**src/rtl/serial_tx_ctrl.sv**
```systemverilog
// Parallel-in/serial-out transmit sequencer: valid/ready word intake, LSB-first shift-out at DIV clocks per bit.
// Optional even-parity bit after the data word when SER_PARITY_EN is defined.
module serial_tx_ctrl #(
  parameter int unsigned WIDTH = 8,
  parameter int unsigned DIV   = 4
) (
  input  logic                       clk,
  input  logic                       rst_b,
  input  logic [WIDTH-1:0]           data_in,
  input  logic                       valid,
  output logic                       ready,
  input  logic                       abort,
  output logic                       outb,
  output logic                       frame,
  output logic                       done,
  output logic [$clog2(WIDTH+1)-1:0] bit_cnt
);

  localparam int unsigned CNT_W = $clog2(WIDTH + 1);
  localparam int unsigned DIV_W = (DIV > 1) ? $clog2(DIV) : 1;

  typedef enum logic [1:0] {
`ifdef SER_PARITY_EN
    S_PARITY = 2'd2,
`endif
    S_IDLE   = 2'd0,
    S_SHIFT  = 2'd1
  } state_t;

  state_t             r_state, w_state_nxt;
  logic [WIDTH-1:0]   r_shreg, w_shreg_nxt;
  logic [CNT_W-1:0]   r_bit_cnt, w_bit_cnt_nxt;
  logic [DIV_W-1:0]   r_div_cnt, w_div_cnt_nxt;
  logic               r_outb, w_outb_nxt;
  logic               r_frame, w_frame_nxt;
  logic               r_done, w_done_nxt;
`ifdef SER_PARITY_EN
  logic               r_par, w_par_nxt;
`endif

  logic w_accept, w_tick, w_last;

  assign ready    = (r_state == S_IDLE) & ~abort;
  assign w_accept = ready & valid;
  assign w_tick   = (r_div_cnt == DIV_W'(DIV - 1));
  assign w_last   = (r_bit_cnt == CNT_W'(WIDTH - 1));

  assign outb    = r_outb;
  assign frame   = r_frame;
  assign done    = r_done;
  assign bit_cnt = r_bit_cnt;

  // State and datapath registers
  always_ff @(posedge clk or negedge rst_b) begin
    if (!rst_b) begin
      r_state   <= S_IDLE;
      r_shreg   <= '0;
      r_bit_cnt <= '0;
      r_div_cnt <= '0;
      r_outb    <= 1'b1;
      r_frame   <= 1'b0;
      r_done    <= 1'b0;
`ifdef SER_PARITY_EN
      r_par     <= 1'b0;
`endif
    end else begin
      r_state   <= w_state_nxt;
      r_shreg   <= w_shreg_nxt;
      r_bit_cnt <= w_bit_cnt_nxt;
      r_div_cnt <= w_div_cnt_nxt;
      r_outb    <= w_outb_nxt;
      r_frame   <= w_frame_nxt;
      r_done    <= w_done_nxt;
`ifdef SER_PARITY_EN
      r_par     <= w_par_nxt;
`endif
    end
  end

  // Next-state logic
  always_comb begin
    w_state_nxt = r_state;
    case (r_state)
      S_IDLE:  if (w_accept) w_state_nxt = S_SHIFT;
      S_SHIFT: begin
        if (abort) begin
          w_state_nxt = S_IDLE;
        end else if (w_tick && w_last) begin
`ifdef SER_PARITY_EN
          w_state_nxt = S_PARITY;
`else
          w_state_nxt = S_IDLE;
`endif
        end
      end
`ifdef SER_PARITY_EN
      S_PARITY: if (abort || w_tick) w_state_nxt = S_IDLE;
`endif
      default: w_state_nxt = S_IDLE;
    endcase
  end

  // Output/datapath next values; defaults are the idle levels so abort needs no branch of its own
  always_comb begin
    w_shreg_nxt   = r_shreg;
    w_bit_cnt_nxt = '0;
    w_div_cnt_nxt = '0;
    w_outb_nxt    = 1'b1;
    w_frame_nxt   = 1'b0;
    w_done_nxt    = 1'b0;
`ifdef SER_PARITY_EN
    w_par_nxt     = r_par;
`endif
    case (r_state)
      S_IDLE: begin
        if (w_accept) begin
          w_shreg_nxt = data_in;
          w_outb_nxt  = data_in[0];
          w_frame_nxt = 1'b1;
`ifdef SER_PARITY_EN
          w_par_nxt   = ^data_in;
`endif
        end
      end
      S_SHIFT: begin
        if (!abort) begin
          w_frame_nxt   = 1'b1;
          w_outb_nxt    = r_shreg[0];
          w_bit_cnt_nxt = r_bit_cnt;
          w_div_cnt_nxt = r_div_cnt + DIV_W'(1);
          if (w_tick) begin
            w_div_cnt_nxt = '0;
            w_shreg_nxt   = r_shreg >> 1;
            if (w_last) begin
`ifdef SER_PARITY_EN
              w_bit_cnt_nxt = CNT_W'(WIDTH);
              w_outb_nxt    = r_par;
`else
              w_bit_cnt_nxt = '0;
              w_outb_nxt    = 1'b1;
              w_frame_nxt   = 1'b0;
              w_done_nxt    = 1'b1;
`endif
            end else begin
              w_bit_cnt_nxt = r_bit_cnt + CNT_W'(1);
              w_outb_nxt    = r_shreg[1];
            end
          end
        end
      end
`ifdef SER_PARITY_EN
      S_PARITY: begin
        if (!abort) begin
          if (w_tick) begin
            w_done_nxt = 1'b1;
          end else begin
            w_frame_nxt   = 1'b1;
            w_outb_nxt    = r_par;
            w_bit_cnt_nxt = r_bit_cnt;
            w_div_cnt_nxt = r_div_cnt + DIV_W'(1);
          end
        end
      end
`endif
      default: ;
    endcase
  end

endmodule
```
**config.mk**
```make
export PLATFORM = sky130hd
export DESIGN_NAME = serial_tx_ctrl
export DESIGN_NICKNAME = d
export VERILOG_FILES = /design/src/rtl/serial_tx_ctrl.sv
export SDC_FILE = /design/constraint.sdc
export NUM_CORES = 1
export LEC_CHECK = 0
export ABC_AREA = 0
export BUFFER_PORTS_ARGS = -buffer_cell sky130_fd_sc_hd__buf_2
export CAP_MARGIN = 20
export CORE_MARGIN = 2
export CORE_UTILIZATION = 25
export CTS_BUF_LIST = sky130_fd_sc_hd__clkbuf_16
export DETAILED_ROUTE_END_ITERATION = 8
export PLACE_DENSITY_LB_ADDON = 0.25
export SETUP_SLACK_MARGIN = 0.1
export SLEW_MARGIN = 25
export SYNTH_ARGS = -nofsm -noshare
export SYNTH_HDL_FRONTEND = slang
export SYNTH_SLANG_ARGS = --single-unit
export TNS_END_PERCENT = 50
```
**constraint.sdc**
```tcl
create_clock -name clk -period 1.7 [get_ports clk]
set_clock_uncertainty 0.05 [all_clocks]
set_input_delay 0.255 -clock clk [delete_from_list [all_inputs] [get_ports clk]]
set_output_delay 0.255 -clock clk [all_outputs]
set_load 0.01 [all_outputs]
```
Yosys cells after proc, flatten, opt, wreduce, memory -nomap -nowiden
Index checks and enable logic that the tools add are counted.

Register bits: 19. Input bits: 12.

Add/sub/neg operators: 2. Eq/ne operators: 8. Mux-type cells: 29. Bitwise logic cells: 3. Reduce and logical (&&, ||, !) cells: 5.

Operators by type and width (number): $mux 8 (3); $mux 4 (4); $pmux 8 s2 (1); $mux 1 (12); $mux 2 (6); $ne 2x2->1 const B (3); $ne 3x3->1 const B (2); $add 4x1->4 const B (1); $eq 4x3->1 const B (1); $pmux 1 s2 (2); $pmux 2 s2 (1); $reduce_and 4->1 (1); $add 2x1->2 const B (1); $and 1x1->1 (2); $eq 2x1->1 const B (1); $eq 2x2->1 const B (1); $logic_not 2->1 (1); $reduce_and 2->1 (1); $reduce_bool 2->1 (1); $logic_and 1x1->1 (1); $not 1->1 (1).

Depth between registers and ports, before layout
Gate-level depths: netlist of the first run.

Word-level depth: 5. Depth in mapped cells: 5. Depth with buffers taken out: 4.

Worst setup path before layout of the first run
OpenSTA, ideal clock, no wires.

Path type: register to register. Start point: reg r_bit_cnt[0] (netlist: bit_cnt[0]). End point: reg r_bit_cnt[0] (netlist: bit_cnt[0]). Setup time: 0.078 ns. Data arrival time: 1.314 ns. Slack: 0.258 ns. Cell stages (with the launch flop): 5. Path buffers: 0. Clock period less this slack: 1.442 ns. Cells stage by stage: dfrtp_1 -> ha_1 -> and3b_1 -> or3b_1 -> a21oi_1.

Longest elaborated chain between the ends: 5. Elaborated cells between the ends (all ways): 6.

Ends and longest elaborated chain: start, declared (line 32) `logic [CNT_W-1:0] r_bit_cnt, w_bit_cnt_nxt;`; start signal, assigned (line 69) `r_bit_cnt <= w_bit_cnt_nxt;`; $add 4x1->4 / $eq 4x3->1 (equally long branches) (line 145, 46); $mux 4 (*) (line 134) `if (w_last) begin`; $mux 4 (*) (line 131) `if (w_tick) begin`; $mux 4 (*) (line 126) `if (!abort) begin`; $mux 4 (*) (line 114) `case (r_state)`.

Every way passes the cells marked *; elsewhere a longest branch is shown, timed or not. The select of a mux whose other input is x is not followed. A chain may end at the register's enable or synchronous reset.

Final worst setup path of the first run
Ends and elaborated chain as after synthesis.

==> run_results.csv, run 1 <==
group,metric,value,unit
min_path,hold_path_class,"input port to flop",
layout,area_growth,26.0,%
pwr,ir_worst_vdd,0.000364,V
cts,path_clk_slew,50,ps
detailed_routing,viasPerCell,4.37,
critical_path,crit_start,"bit_cnt[0]",
floorplanning,core,0.00342,mm2
placement,io_buffers,19,
critical_path,cp.required,1820,ps
grt,antenna_found_initial,0,
grt,overflow,0,
grt,grt.met1_usage,0.128,
placement,post-place-ws,188,ps
sta,drv_slew,0,
cts,clkLatencyLatePin,250,ps
sta,min_period_over_period,0.886,
sta,grt_setup_unrepaired,"false",
cts,cts.sinks,18,
yosys,ys_seq_area_frac,0.493,
detailed_routing,totalWireLength,1690,um
sta,worst_slew_pin_slew,412,ps
detailed_routing,wl_per_cell,12.1,um
cts,cts_made_buffers,3,
grt,grt_use_total,0.0921,
yosys,synth-seq-cells,18,
pwr,leakagePower,0.000556,uW
detailed_routing,drt_first_pass_iters,4,
placement,place.gp.congestion,0.732,
yosys,synthDominantCellAreaShare,0.464,
grt,grt-busiest-layer,"met2",
grt,grt_pass1_vias,583,
min_path,min_from,"data_in[7]",
floorplanning,initial_core_util,0.268,
layout,nets,109,
critical_path,reg2reg_from,"bit_cnt[0]",
sta,fmax,664,MHz
placement,dp_hpwl,1210,um
sta,setup_tns,0,ps
detailed_routing,ant_nets,0,
sta,hold_viol_final,0,
cts,ctsLongestPathBuffers,2,
yosys,ys_warn_count,0,
grt,grt_use_met3,0.0365,
layout,final_common_cell,"buf_2",
critical_path,cp_max_fo,5,
yosys,synth_area,916,um2
layout,drive_gt1_frac,0.468,
yosys,syn_nets,83,
job,drv_cap,0,
critical_path,cp-start-kind,"flop",
critical_path,critical_path_arrival,1630,ps
layout,antenna_cells,0,
layout,finalInstanceArea,0.00115,mm2
detailed_routing,drt_iter0_drc,24,
layout,fillers,356,
placement,place_area,0.00106,mm2
yosys,synth_cell_types,27,
layout,layout_common_cells,"buf_2 (19), dfrtp_1 (17), mux2_4 (9), nor2_1 (6)",
floorplanning,die_w,64.5,um
grt,grt_use_met2,0.137,
cts,root_buffer,"clkbuf_16",
sta,setup_slack,194,ps
yosys,synth.avg_cell_area,13.3,um2
cts,ctsResizeCount,0,
sta,finalSetupViolCount,0,
yosys,synthCells,69,
yosys,synthTopCellsByArea,"dfrtp_1 (46%), mux2_4 (15%), mux2_2 (6.1%)",
pwr,p_per_area,1020,mW/mm2
run_status,status,"finished, final reports clean",
cts,htree_levels,1,
floorplanning,die_area,0.00416,mm2
critical_path,end_kind,"flop",
layout,postLayoutCoreUtil,0.338,
sta,worst_slew_margin_rel,0.725,
floorplanning,die_y,64.5,um
detailed_routing,num_vias,612,
floorplanning,rows,21,
critical_path,crit_type,"flop to flop",
yosys,synth_top_cell_by_area,"dfrtp_1",
cts,cts_tree,"yes",
grt,grt_max_degree,19,
grt,grt_pass1_wl,2960,um
sta,post-route-min-period,1510,ps
detailed_routing,drc,0,
floorplanning,ios,20,
[synthesized netlist by cell type]
cell type and number:
o21ai_0 1, nor2_1 6, and3_1 1, xor2_1 1, o221ai_1 1, nand2_1 5
dfstp_2 1, inv_2 1, a311oi_1 2, ha_1 2, mux2_2 5, nand3_1 1
or3b_1 1, buf_6 3, nand2b_1 1, o21ai_1 1, nor3b_1 1, a21oi_1 2
mux2i_4 1, or3_1 1, and3b_1 1, mux2i_1 1, nor2b_1 1, mux2_4 9
nand4_1 1, dfrtp_1 17, nor2_8 1
[worst paths after layout]
check,to,slack (ps),cells past startpoint
max,bit_cnt[0],190,4
min,r_shreg[7],180,3
max reg2reg,bit_cnt[0],190,4
min reg2reg,r_div_cnt[0],380,1
max in group asynchronous,outb,850,2
min in group asynchronous,r_shreg[5],420,2
[metrics by stage]
stage	hold slack [ps]	cells	power [uW]
6_report	185	140	1180
5_1_grt	223	140	1250
4_1_cts	182	139	1200
3_5_place_dp	168	134	718
3_3_place_gp	160	134	716
2_1_floorplan	-90.6	69	666
[kinds of logic (layout without fill, tap and decap cells)]
| kind of cell | Yosys count | count (layout) | share of synthesized area |
|---|---|---|---|
| xor+xnor | 1 | 1 | 0.00956 |
| mux | 16 | 16 | 0.245 |
| buf+inv | 4 | 29 | 0.0410 |
| simple gates | 21 | 21 | 0.134 |
| compound gates | 7 | 7 | 0.0505 |
| flops | 18 | 18 | 0.493 |
| fa+ha+maj | 2 | 2 | 0.0273 |
[registers in the layout, summed over array words and instances, names as in the netlist]
name	cells
bit_cnt	4
done	1
frame	1
outb	1
r_div_cnt	2
r_shreg	8
r_state	1
[critical path, cell delays in order (launching register included)]
cell     delay (ps)
dfrtp_1         410
ha_1            240
and3b_1         240
or3b_1          370
a21oi_1         130
[layout make-up]
cell class	count	area (um2)	area share
sequential	18	452	0.392
multi-input combinational	47	427	0.370
timing repair buffer	24	135	0.117
tap	46	57.6	0.0499
clock inverter	1	3.75	0.00325
clock buffer	3	75.1	0.0651
inverter	1	3.75	0.00325
[where the power goes]
part | internal (uW) | switching, uW | total, uW
Combinational | 122 | 66.1 | 188
Clock | 312 | 152 | 464
Sequential | 490 | 32.5 | 523
[per-layer routing]
| metal | wire (um) | vias to the layer above |
|---|---|---|
| li1 | - | 295 |
| met1 | 815 | 301 |
| met2 | 793 | 16 |
| met3 | 83 | 0 |
| met4 | 0 | 0 |
| met5 | 0 | - |
[timing repair]
action | CTS | global route
endpoints found under the setup margin | 0 | 1
endpoints found under the hold margin | 17 | 0
setup buffers | 0 | 1
hold buffers | 1 | 0
No activity file was read; power rests on OpenSTA's default activity.
==> inputs of run 2 (changes only) <==
--- a/config.mk
+++ b/config.mk
@@ -8,11 +8,11 @@
 export ABC_AREA = 0
 export BUFFER_PORTS_ARGS = -buffer_cell sky130_fd_sc_hd__buf_2
 export CAP_MARGIN = 20
+export CORE_ASPECT_RATIO = 1.25
 export CORE_MARGIN = 2
 export CORE_UTILIZATION = 25
 export CTS_BUF_LIST = sky130_fd_sc_hd__clkbuf_16
 export DETAILED_ROUTE_END_ITERATION = 8
-export PLACE_DENSITY_LB_ADDON = 0.25
 export SETUP_SLACK_MARGIN = 0.1
 export SLEW_MARGIN = 25
 export SYNTH_ARGS = -nofsm -noshare
==> run 2 against run 1 <==
- register-to-register slack about the same
- clock power up 0.9%
- largest power group unchanged
- global-route usage down 0.18 points
- maximum frequency up 0.29%
- combinational power about the same
- highest routed layer is now met4
==> run_results.csv, run 2 (same netlist as run 1, synthesis figures left out) <==
group,metric,value,unit
run_status,status,"finished, final reports clean",
critical_path,ff2ff_path_depth,4,
floorplanning,ios,20,
critical_path,crit_start,"r_div_cnt[0]",
critical_path,cp.required,1780,ps
floorplanning,die_y,71.7,um
layout,antenna_cells,0,
floorplanning,die_w,58.1,um
grt,grt_pass1_vias,653,
grt,overflow,0,
min_path,min_from,"data_in[7]",
detailed_routing,viasPerCell,4.55,
min_path,hold_depth,3,
grt,grt_use_total,0.0903,
layout,area_growth,25.8,%
sta,setup_slack,198,ps
cts,htree_levels,1,
cts,clkLatencyLatePin,250,ps
sta,fmax,666,MHz
grt,grt_max_degree,19,
critical_path,reg2reg_from,"r_div_cnt[0]",
detailed_routing,num_vias,610,
layout,largest_register_ff_count,8,
sta,min_period_over_period,0.883,
grt,antenna_found_initial,0,
critical_path,critical_path_arrival,1580,ps
sta,finalSetupViolCount,0,
cts,root_buffer,"clkbuf_16",
cts,ctsLongestPathBuffers,2,
critical_path,crit_type,"flop to flop",
critical_path,cp_max_fo,7,
layout,top_register,"r_shreg",
sta,setup_tns,0,ps
detailed_routing,drc,0,
cts,path_clk_slew,50,ps
floorplanning,initial_core_util,0.261,
layout,layout_common_cells,"buf_2 (19), dfrtp_1 (17), mux2_4 (9), nor2_1 (6)",
floorplanning,core,0.00351,mm2
detailed_routing,totalWireLength,1670,um
layout,nets,110,
floorplanning,rows,24,
layout,final_common_cell,"buf_2",
detailed_routing,ant_nets,0,
grt,grt_pass1_wl,2830,um
pwr,ir_worst_vdd,0.000577,V
job,drv_cap,0,
detailed_routing,drt_iter0_drc,9,
detailed_routing,drt_first_pass_iters,4,
sta,whs,188,ps
sta,drv_slew,0,
floorplanning,die_area,0.00417,mm2
cts,cts.sinks,18,
cts,cts_made_buffers,3,
placement,place.gp.congestion,0.774,
placement,io_buffers,19,
placement,dp_hpwl,1230,um
pwr,leakagePower,0.000561,uW
sta,hold_viol_final,0,
sta,worst_slew_margin_rel,0.734,
min_path,hold_path_class,"input port to flop",
critical_path,end_kind,"flop",
layout,fillers,353,
critical_path,cp-start-kind,"flop",
sta,worst_slew_pin_slew,398,ps
layout,drive_gt1_frac,0.474,
placement,post-place-ws,192,ps
detailed_routing,wl_per_cell,12.5,um
pwr,p_per_area,1020,mW/mm2
cts,cts_tree,"yes",
sta,post-route-min-period,1500,ps
sta,grt_setup_unrepaired,"false",
-- run 2: cell count changes in the layout (fill, tap and decap cells not counted) --
cell / change
buf_4: +1
-- run 2: worst max-delay path, stage by stage, from the launching register on --
cell     delay [ps]
dfrtp_1         340
ha_1            320
mux2i_4         150
nor2_8          190
mux2_4          320
-- run 2: repair_timing --
| action | 4_1_cts | 5_1_grt |
|---|---|---|
| hold buffers | 1 | 0 |
| gates resized for setup | 0 | 0 |
| buffers inserted | 0 | 2 |
| hold endpoints to repair | 17 | 0 |
| endpoints found under the setup margin | 0 | 1 |
-- run 2: metrics by stage --
step / power, uW / util / instances / instance area, um2
2_1_floorplan: 666 / - / 69 / 916
6_report: 1180 / 0.328 / 134 / 1150
3_3_place_gp: 714 / 0.298 / 127 / 1050
3_5_place_dp: 715 / 0.298 / 127 / 1050
5_1_grt: 1240 / 0.328 / 134 / 1150
4_1_cts: 1190 / 0.324 / 132 / 1140
-- run 2: worst paths after layout --
path / to / slack (ps)
worst max-delay path: r_shreg[1] / 200
worst min-delay path: r_shreg[7] / 190
worst max register to register: r_shreg[1] / 200
worst min register to register: r_div_cnt[0] / 380
max in group asynchronous: outb / 870
min in group asynchronous: bit_cnt[1] / 410
-- run 2: where the power goes --
part           internal (uW)  switching (uW)
sequential               490            30.2
combinational            122            66.5
clock                    312             156
total                    925             252
-- run 2: per-layer routing --
metal / track usage / routed length [um]
met1: 0.0988 / 673
met2: 0.153 / 867
met3: 0.0253 / 94
met4: 0.0543 / 34
met5: 0 / 0
-- run 2: layout make-up --
cell class                 instances  area (um2)  area share
clock inverter                     1        3.75     0.00326
inverter                           1        3.75     0.00326
timing repair buffer              25         143       0.124
multi-input combinational         47         427       0.370
tap                               39        48.8      0.0423
sequential                        18         452       0.392
clock buffer                       3        75.1      0.0651
